$ cat config.mk
export PLATFORM = sky130hd
export DESIGN_NAME = adder_rr_scheduler
export DESIGN_NICKNAME = d
export VERILOG_FILES = /design/src/rtl/adder_rr_scheduler.sv
export SDC_FILE = /design/constraint.sdc
export NUM_CORES = 1
export LEC_CHECK = 0
export ABC_CLOCK_PERIOD_IN_PS = 3100
export CAP_MARGIN = 0
export CORE_MARGIN = 3
export CORE_UTILIZATION = 44
export CTS_CLUSTER_DIAMETER = 200
export DETAILED_ROUTE_END_ITERATION = 12
export MAX_ROUTING_LAYER = met4
export PLACE_DENSITY = 0.79
export SKIP_CTS_REPAIR_TIMING = 1
export SYNTH_ARGS = -nofsm -noshare
export SYNTH_HDL_FRONTEND = slang
export SYNTH_SLANG_ARGS = --single-unit
$ cat constraint.sdc
create_clock -name clk -period 3.1 [get_ports clk]
set_input_delay 0.62 -clock clk [delete_from_list [all_inputs] [get_ports clk]]
set_output_delay 0.62 -clock clk [all_outputs]
set_load 0.01 [all_outputs]
$ cat src/rtl/adder_rr_scheduler.sv
// Round-robin scheduler sharing one Han-Carlson prefix adder among NREQ requesters,
// 2-stage pipeline (S1 operands, S2 response). Optional counters via ADDER_RR_PERF_EN.

module han_carlson #(
    parameter int N = 32,
    parameter int K = 1
) (
    input  logic [N-1:0] a,
    input  logic [N-1:0] b,
    input  logic         cin,
    output logic [N-1:0] sum,
    output logic         cout
);
    localparam int M    = N + 1;
    localparam int S    = 1 << K;
    localparam int LOGM = $clog2(M) + 1;

    logic [M-1:0] g0;
    logic [M-1:0] p0;
    logic [M-1:0] gg;
    logic [M-1:0] pp;

    // Position 0 carries cin as a generate; carries c[j] are group generates G[j:0].
    always_comb begin
        g0 = {a & b, cin};
        p0 = {a ^ b, 1'b0};
        gg = g0;
        pp = p0;
        // Brent-Kung up-sweep builds blocks of S bits on the spine nodes.
        for (int l = 1; l <= K; l++) begin
            for (int i = M - 1; i >= 0; i--) begin
                if ((((i + 1) % (1 << l)) == 0) && (i >= (1 << (l - 1)))) begin
                    gg[i] = gg[i] | (pp[i] & gg[i - (1 << (l - 1))]);
                    pp[i] = pp[i] & pp[i - (1 << (l - 1))];
                end
            end
        end
        // Kogge-Stone over the spine; descending order keeps reads on the previous level.
        for (int s = 0; s < LOGM; s++) begin
            for (int i = M - 1; i >= 0; i--) begin
                if (((S << s) < M) && (i >= (S << s)) && (((i + 1) % S) == 0)) begin
                    gg[i] = gg[i] | (pp[i] & gg[i - (S << s)]);
                    pp[i] = pp[i] & pp[i - (S << s)];
                end
            end
        end
        // Brent-Kung down-sweep fills the off-spine positions.
        for (int l = K; l >= 1; l--) begin
            for (int i = M - 1; i >= 0; i--) begin
                if ((((i + 1) % (1 << l)) == (1 << (l - 1))) && (i >= (1 << (l - 1)))) begin
                    gg[i] = gg[i] | (pp[i] & gg[i - (1 << (l - 1))]);
                    pp[i] = pp[i] & pp[i - (1 << (l - 1))];
                end
            end
        end
        sum  = p0[N:1] ^ gg[N-1:0];
        cout = gg[N];
    end
endmodule

module adder_rr_scheduler #(
    parameter  int N    = 32,
    parameter  int K    = 1,
    parameter  int NREQ = 4,
    localparam int IDW  = $clog2(NREQ)
) (
    input  logic              clk,
    input  logic              rst,
    input  logic [NREQ-1:0]   req_valid,
    output logic [NREQ-1:0]   req_ready,
    input  logic [NREQ*N-1:0] req_a,
    input  logic [NREQ*N-1:0] req_b,
    input  logic [NREQ-1:0]   req_cin,
    output logic              rsp_valid,
    input  logic              rsp_ready,
    output logic [IDW-1:0]    rsp_id,
    output logic [N-1:0]      rsp_sum,
    output logic              rsp_cout
`ifdef ADDER_RR_PERF_EN
    ,
    output logic [31:0]       perf_ops,
    output logic [31:0]       perf_stall
`endif
);
    logic [IDW-1:0] rr_ptr_q, rr_ptr_d;
    logic           s1_v_q, s1_v_d;
    logic [N-1:0]   s1_a_q, s1_a_d;
    logic [N-1:0]   s1_b_q, s1_b_d;
    logic           s1_cin_q, s1_cin_d;
    logic [IDW-1:0] s1_id_q, s1_id_d;
    logic           rsp_valid_q, rsp_valid_d;
    logic [IDW-1:0] rsp_id_q, rsp_id_d;
    logic [N-1:0]   rsp_sum_q, rsp_sum_d;
    logic           rsp_cout_q, rsp_cout_d;

    logic [IDW-1:0] gnt_id;
    logic           gnt_any;
    logic           adv1, adv2, accept;
    logic [N-1:0]   add_sum;
    logic           add_cout;

    // Scan from rr_ptr upward with wrap; iterating far-to-near lets the nearest valid win.
    always_comb begin
        int idx;
        idx     = 0;
        gnt_any = 1'b0;
        gnt_id  = '0;
        for (int k = NREQ - 1; k >= 0; k--) begin
            idx = int'(rr_ptr_q) + k;
            if (idx >= NREQ) idx = idx - NREQ;
            if (req_valid[idx]) begin
                gnt_any = 1'b1;
                gnt_id  = IDW'(idx);
            end
        end
    end

    assign adv2 = !rsp_valid_q || rsp_ready;
    assign adv1 = !s1_v_q || adv2;

    always_comb begin
        req_ready = '0;
        if (!rst && adv1 && gnt_any) req_ready[gnt_id] = 1'b1;
    end

    assign accept = |(req_valid & req_ready);

    han_carlson #(.N(N), .K(K)) u_adder (
        .a    (s1_a_q),
        .b    (s1_b_q),
        .cin  (s1_cin_q),
        .sum  (add_sum),
        .cout (add_cout)
    );

    always_comb begin
        rr_ptr_d    = rr_ptr_q;
        s1_v_d      = s1_v_q;
        s1_a_d      = s1_a_q;
        s1_b_d      = s1_b_q;
        s1_cin_d    = s1_cin_q;
        s1_id_d     = s1_id_q;
        rsp_valid_d = rsp_valid_q;
        rsp_id_d    = rsp_id_q;
        rsp_sum_d   = rsp_sum_q;
        rsp_cout_d  = rsp_cout_q;
        if (adv1) begin
            s1_v_d = accept;
            if (accept) begin
                s1_a_d   = req_a[int'(gnt_id)*N +: N];
                s1_b_d   = req_b[int'(gnt_id)*N +: N];
                s1_cin_d = req_cin[gnt_id];
                s1_id_d  = gnt_id;
                rr_ptr_d = (gnt_id == IDW'(NREQ - 1)) ? '0 : gnt_id + 1'b1;
            end
        end
        // S2 holds its contents while stalled; it only reloads when S1 carries an op.
        if (adv2) begin
            rsp_valid_d = s1_v_q;
            if (s1_v_q) begin
                rsp_id_d   = s1_id_q;
                rsp_sum_d  = add_sum;
                rsp_cout_d = add_cout;
            end
        end
    end

    always_ff @(posedge clk) begin
        if (rst) begin
            rr_ptr_q    <= '0;
            s1_v_q      <= 1'b0;
            s1_a_q      <= '0;
            s1_b_q      <= '0;
            s1_cin_q    <= 1'b0;
            s1_id_q     <= '0;
            rsp_valid_q <= 1'b0;
            rsp_id_q    <= '0;
            rsp_sum_q   <= '0;
            rsp_cout_q  <= 1'b0;
        end else begin
            rr_ptr_q    <= rr_ptr_d;
            s1_v_q      <= s1_v_d;
            s1_a_q      <= s1_a_d;
            s1_b_q      <= s1_b_d;
            s1_cin_q    <= s1_cin_d;
            s1_id_q     <= s1_id_d;
            rsp_valid_q <= rsp_valid_d;
            rsp_id_q    <= rsp_id_d;
            rsp_sum_q   <= rsp_sum_d;
            rsp_cout_q  <= rsp_cout_d;
        end
    end

    assign rsp_valid = rsp_valid_q;
    assign rsp_id    = rsp_id_q;
    assign rsp_sum   = rsp_sum_q;
    assign rsp_cout  = rsp_cout_q;

`ifdef ADDER_RR_PERF_EN
    logic [31:0] perf_ops_q, perf_ops_d;
    logic [31:0] perf_stall_q, perf_stall_d;

    always_comb begin
        perf_ops_d   = perf_ops_q + {31'd0, accept};
        perf_stall_d = perf_stall_q + {31'd0, rsp_valid_q & !rsp_ready};
    end

    always_ff @(posedge clk) begin
        if (rst) begin
            perf_ops_q   <= '0;
            perf_stall_q <= '0;
        end else begin
            perf_ops_q   <= perf_ops_d;
            perf_stall_q <= perf_stall_d;
        end
    end

    assign perf_ops   = perf_ops_q;
    assign perf_stall = perf_stall_q;
`endif
endmodule

==> impl_results.md, run 1 <==
* Count leader, synth: mux2i_1
* CTS Buf Count at 9
* Lkg Pwr at 4.71 nW
* Layout overhead on the synthesized area at 50.1%
* Placed insts at 1205
* Placer Congestion at 0.833
* Ranking of synthesized cells by area: dfxtp_1, mux2i_1, o221ai_2, nand3b_1, ha_1
* Grt total ovfl at 0
* Core area at 15900 um^2
* Port bufs at 306
* WL final at 20600 um
* Power per standard cell area at 434 nW/um^2
* Final hold slack at 447 ps
* Iter 0 DRT Violations at 238
* Worst setup slack after layout at 202 ps
* Die X at 134 um
* Nets at 1319
* H-tree depth at 3
* Sw frac at 0.328
* Wire length per cell at 16.9 um
* Sw power at 1.53 mW
* Antenna diodes at 0
* Register area share after synthesis at 0.295
* R2r setup slk at 200 ps
* Ys Warns at 0
* Finished Layout Cells at 1220
* Post-synthesis cell area at 7180 um^2
* Post-Route Utilization at 0.676
* Share of flip-flops with an asynchronous set or reset at 0
* Largest stage delay, worst path at 390 ps
* Antenna viol nets, final at 0
* Int Power at 3.14 mW
* Crit end category: flop
* Max Fanout on Critical Path at 3
* Crit-path leading delay family: compound AO/OA/AOI/OAI gates
* Min-Delay Path Class: flop to flop
* Via density at 5.27
* Place WS at -118 ps
* Slowest cell on the critical path: fa_1
* Clock Skews at 6.28 ps
* Total of max-cap violations at 0
* Worst EP required at 3370 ps
* Arrival @ worst endpoint at 3160 ps
* Pwr Total at 4.68 mW
* CP bufs+invs at 0
* Initial antenna violation count at 0
* Initial Util at 0.451
* Final Max Slew Viols at 0
* Clock power share at 0.224
* Share of the synthesized area in the top cell type at 0.295
* Largest net degree at the start of global routing at 62
* Status: complete, no violations
* Synth Instances at 716
* Final setup viols at 0
* Max Fclk at 345 MHz
* Clock Tree Root: clkbuf_16
* Flop pwr share at 0.375
* CP Launch Type: flop
* Clk sink count at 106
* Leading area contributor after synthesis: dfxtp_1
* Synth Area per Inst at 10.0 um^2
* Final hold vios at 0
* Synth unique cells at 45
* Filler Cells Inserted at 1328
* Rows at 46
* Vias in the first global route at 6487
* Ports at 307
* Post-synth EDFFs at 0
* Mapped Nets at 1034
* Die ar. at 17900 um^2
* Clock-pin slew on the worst setup and hold paths at 70 ps
* Minimum clock period at 2900 ps
* Post-DP HPWL at 16400 um
* Comb power frac at 0.402
* Clock Latency Late Sink at 360 ps
* Layout cells sized above 1 at 0.0916
* Critical path type: flop to flop
* Yosys reg bits at 106
* Unrepaired setup endpoints after global routing: no
* TritonRoute pass-1 iters at 4
* Die height at 134 um
* Crit-path cells: ha_1 > a21oi_1 > o21ai_1 > a221o_1 > o21a_1 > o211ai_2 > a31oi_1 > fa_1 > xnor2_1 > a211oi_1
* Top_reg_cell synth: dfxtp_1
* DRC viols at 0
* Max Root-Sink Buffers at 2
* Worst vdd ir at 0.292 mV
* Rel. slew slack at 0.484
* Via count at 6428
* GR Util All Layers at 0.233
* Period utilisation layout at 0.935
* Synth top cells by count: mux2i_1, dfxtp_1, nand3b_1
* Slew @ Worst Pin at 772 ps
* First-pass GRT wire length at 33000 um
* CTS tree: yes
[power by group through the flow]
stage / sequential [mW] / clock, mW / combinational [mW]
2_1_floorplan: 1.74 / 0 / 1.18
3_3_place_gp: 1.77 / 0 / 1.85
3_5_place_dp: 1.78 / 0 / 1.89
4_1_cts: 1.75 / 1.08 / 1.90
5_1_grt: 1.78 / 1.13 / 2.07
6_report: 1.75 / 1.05 / 1.88
[state kept, by name, indices dropped and copies added (netlist names)]
name,count
s1_a_q,32
s1_id_q,2
rsp_valid,1
rr_ptr_q,2
rsp_id,2
s1_v_q,1
s1_cin_q,1
rsp_cout,1
rsp_sum,32
s1_b_q,32
[area by class of cell]
class / count / area [um^2] / area share
multi-input combinational: 533 / 4700 / 0.436
tap: 216 / 270 / 0.0251
clock inverter: 4 / 20.0 / 0.00186
inverter: 23 / 86.3 / 0.00801
clock buffer: 10 / 239 / 0.0222
timing repair buffer: 328 / 3340 / 0.310
sequential: 106 / 2120 / 0.197
[stage by stage]
step	TNS (ps)	instance area, um^2
after floorplan	0	7180
after global placement	-241	10500
after detailed placement	-2100	10500
after CTS	-370	10700
after global routing	0	10800
final	0	10800
[worst min-delay path, stage by stage, from the launching register on]
cell	delay, ps
dfxtp_1	310
nand2_1	50
a21oi_1	50
[kinds of logic (layout without fill, tap and decap cells)]
logic type | Yosys count | count (layout) | share of synthesized area
xor+xnor | 15 | 15 | 0.0183
mux | 131 | 131 | 0.183
compound gates | 161 | 161 | 0.207
simple gates | 175 | 175 | 0.133
fa+ha+maj | 51 | 51 | 0.107
buf+inv | 77 | 365 | 0.0566
flops | 106 | 106 | 0.295
[layer usage]
layer  GRT usage  up-vias  share of wire
li1            -     3241              -
met1       0.271     2964           0.42
met2       0.406      198           0.51
met3      0.0578       25          0.058
met4      0.0560        0          0.019
met5           -        -              0
[placed cells by master (no fill, tap or decap), drive strengths merged, types with 2 or more instances in the layout]
cell type / netlist / final
mux2i: 131 / 131
nand2b: 5 / 5
o21ai: 4 / 4
clkbuf: 27 / 10
buf: 27 / 23
xnor2: 15 / 15
nand3b: 65 / 65
o21a: 5 / 5
fa: 17 / 17
nor2: 35 / 35
a211oi: 17 / 17
clkinv: 0 / 4
dfxtp: 106 / 106
nor2b: 3 / 3
inv: 23 / 23
nand3: 3 / 3
a221oi: 2 / 2
a22oi: 2 / 2
o221ai: 65 / 65
o22ai: 3 / 3
clkdlybuf4s50: 0 / 299
a211o: 2 / 2
nand2: 53 / 53
ha: 34 / 34
a21oi: 40 / 40
dlymetal6s2s: 0 / 6
a21o: 11 / 11
and2: 6 / 6
nand4: 5 / 5
[worst paths after layout]
kind	end	startpoint	cells after the start
min reg2reg	rsp_id[0]	s1_id_q[0]	2
max	rsp_sum[30]	s1_a_q[6]	10
max reg2reg	rsp_sum[30]	s1_a_q[6]	10
min	rsp_id[0]	s1_id_q[0]	2
(Power assumes the default switching activity.)
==> run 2, diff against run 1 <==
Settings changed: GPL_TIMING_DRIVEN set to 0, SKIP_LAST_GASP set to 1.
==> run 2 against run 1 <==
  * Register-to-register slack worse by 50 ps
  * Clock power rose by 23%
  * Critical path type is now input pin to output pin
  * Combinational power increased by 5%
  * Largest power group unchanged
  * Global-route usage is 4.1 points higher
  * Clock-buffer cell count increased by 1
==> impl_results.md, run 2 (synthesis gave the netlist of run 1 again) <==
* CP Launch Type: input pin (was flop)
* Layout overhead on the synthesized area at 52.3% (was 50.1%)
* Die X at 134 um (unchanged)
* CTS Buf Count at 9 (unchanged)
* Post-DP HPWL at 19400 um (was 16400 um)
* TritonRoute pass-1 iters at 5 (was 4)
* Power per standard cell area at 458 nW/um^2 (was 434 nW/um^2)
* Final hold vios at 0 (unchanged)
* Nets at 1355 (was 1319)
* Max Root-Sink Buffers at 2 (unchanged)
* Placer Congestion at 0.857 (was 0.833)
* Largest stage delay, worst path at 530 ps (was 390 ps)
* Reg2Reg Depth at 10 (unchanged)
* WL final at 24300 um (was 20600 um)
* Crit end category: output pin (was flop)
* Iter 0 DRT Violations at 383 (was 238)
* Rows at 46 (unchanged)
* DRC viols at 0 (unchanged)
* Final Max Slew Viols at 0 (unchanged)
* Cell Area, Placed at 10500 um^2 (about the same)
* Wire length per cell at 19.4 um (was 16.9 um)
* Clock-pin slew on the worst setup and hold paths at 70 ps (about the same)
* Unrepaired setup endpoints after global routing: yes (was no)
* R2r setup slk at 150 ps (was 200 ps)
* Reg-to-Reg End: rsp_sum[30] (unchanged)
* Minimum clock period at 2970 ps (was 2900 ps)
* Slowest cell on the critical path: clkdlybuf4s50_1 (was fa_1)
* Initial antenna violation count at 0 (unchanged)
* Clock Latency Late Sink at 350 ps (was 360 ps)
* Clock Skews at 5.30 ps (was 6.28 ps)
* Via density at 5.36 (was 5.27)
* Via count at 6728 (was 6428)
* Final setup viols at 0 (unchanged)
* H-tree depth at 3 (unchanged)
* First-pass GRT wire length at 37500 um (was 33000 um)
* Critical path type: input pin to output pin (was flop to flop)
* Max Fanout on Critical Path at 10 (was 3)
* Total of max-cap violations at 0 (unchanged)
* CTS tree: yes (unchanged)
* Worst Hold Path EP: rsp_id[1] (was rsp_id[0])
* Initial Util at 0.451 (unchanged)
* Ports at 307 (unchanged)
* Lkg Pwr at 4.79 nW (was 4.71 nW)
* Die ar. at 17900 um^2 (unchanged)
* Antenna viol nets, final at 0 (unchanged)
* Worst vdd ir at 0.298 mV (was 0.292 mV)
* Rel. slew slack at 0.536 (was 0.484)
* Period utilisation layout at 0.959 (was 0.935)
* Antenna diodes at 0 (unchanged)
* Reg2Reg Launch Point: s1_a_q[6] (unchanged)
* Worst EP required at 2480 ps (was 3370 ps)
* Finished Layout Cells at 1256 (was 1220)
* Crit-path cells: clkdlybuf4s50_1 > inv_1 > a21oi_1 > o22ai_1 > buf_4 > buf_12 > inv_1 > ha_2 > and2_1 > dlymetal6s2s_1 (was ha_1 > a21oi_1 > o21ai_1 > a221o_1 > o21a_1 > o211ai_2 > a31oi_1 > fa_1 > xnor2_1 > a211oi_1)
* Port bufs at 306 (unchanged)
* Core area at 15900 um^2 (unchanged)
* Clk sink count at 106 (unchanged)
* Max Fclk at 336 MHz (was 345 MHz)
* Largest net degree at the start of global routing at 16 (was 62)
* Commonest cells after routing, fill and taps aside: clkdlybuf4s50_1, mux2i_1, dfxtp_1 (unchanged)
* Slew @ Worst Pin at 694 ps (was 772 ps)
* Crit-path leading delay family: buffers and inverters (was compound AO/OA/AOI/OAI gates)
* Min-Delay Path Class: flop to flop (unchanged)
* Arrival @ worst endpoint at 2350 ps (was 3160 ps)
* Most common cell after layout, fill and taps aside: clkdlybuf4s50_1 (unchanged)
* Hold Path Cell Cnt at 2 (unchanged)
* Clock Tree Root: clkbuf_16 (unchanged)
* Crit path top cell by count: inv_1
* GR Util All Layers at 0.274 (was 0.233)
* Status: complete, no violations (unchanged)
* Grt total ovfl at 0 (unchanged)
* Die height at 134 um (unchanged)
* Final hold slack at 453 ps (was 447 ps)
* Layout cells sized above 1 at 0.0981 (was 0.0916)
* CP bufs+invs at 6 (was 0)
* Placed insts at 1238 (was 1205)
* Vias in the first global route at 7054 (was 6487)
* Hold Startpoint: s1_id_q[1] (was s1_id_q[0])
* Fin area at 10900 um^2 (was 10800 um^2)
## run 2: cell count changes in the layout (fill, tap and decap cells not counted), sizes merged
cell           change
clkinv             -4
buf                +6
clkbuf            +30
bufinv             +3
clkdlybuf4s50      +1
## run 2: power by group
part	leakage (nW)	switching [mW]	total [mW]	internal [mW]
combinational	3.76	0.943	1.97	1.03
sequential	0.869	0.173	1.75	1.58
clock	0.156	0.509	1.29	0.782
total	4.79	1.63	5.01	3.39
## run 2: metal layers
layer	vias to the layer above	GRT usage	part of all wire
li1	3314	-	-
met1	3150	0.329	0.42
met2	238	0.479	0.51
met3	26	0.0585	0.062
met4	0	0.0503	0.012
met5	-	-	0
## run 2: final cells by class
| type | count | area, um^2 |
|---|---|---|
| Buffer | 53 | 340 |
| Clock buffer | 11 | 233 |
| Clock inverter | 3 | 90.1 |
| Fill cell | 1284 | 5000 |
| Inverter | 23 | 86.3 |
| Multi-Input combinational cell | 533 | 4660 |
| Sequential cell | 106 | 2120 |
| Tap cell | 216 | 270 |
| Timing Repair Buffer | 311 | 3130 |
## run 2: how the worst max path moves through the flow
stage / from / end / slack, ps / cells after the start
final: req_valid[2] / req_ready[3] / 130 / 10
after global placement: req_valid[0] / s1_a_q[22] / -940 / 15
after global routing: req_valid[2] / s1_a_q[11] / -30 / 13
after detailed placement: req_valid[0] / s1_a_q[0] / -930 / 15
after CTS: req_valid[0] / req_ready[3] / -680 / 11
after floorplan: req_valid[0] / s1_a_q[0] / 480 / 14
## run 2: per-stage QoR
stage          setup WS, ps  utilization  total power, mW  setup TNS [ps]
2_1_floorplan           476            -             2.93               0
6_report                128        0.686             5.01               0
3_5_place_dp           -929        0.660             3.71          -60960
4_1_cts                -677        0.680             4.99          -37250
5_1_grt               -25.1        0.686             5.29           -92.0
3_3_place_gp           -944        0.660             3.68          -61720
## run 2: worst register-to-register path, stage by stage (launching register included)
cell and delay, ps:
dfxtp_1 320, ha_1 330, a21oi_1 230, o21ai_1 160, a221o_1 360, o21a_1 250, o211ai_2 260, a31oi_1 170
fa_1 410, xnor2_1 150, a211oi_1 230
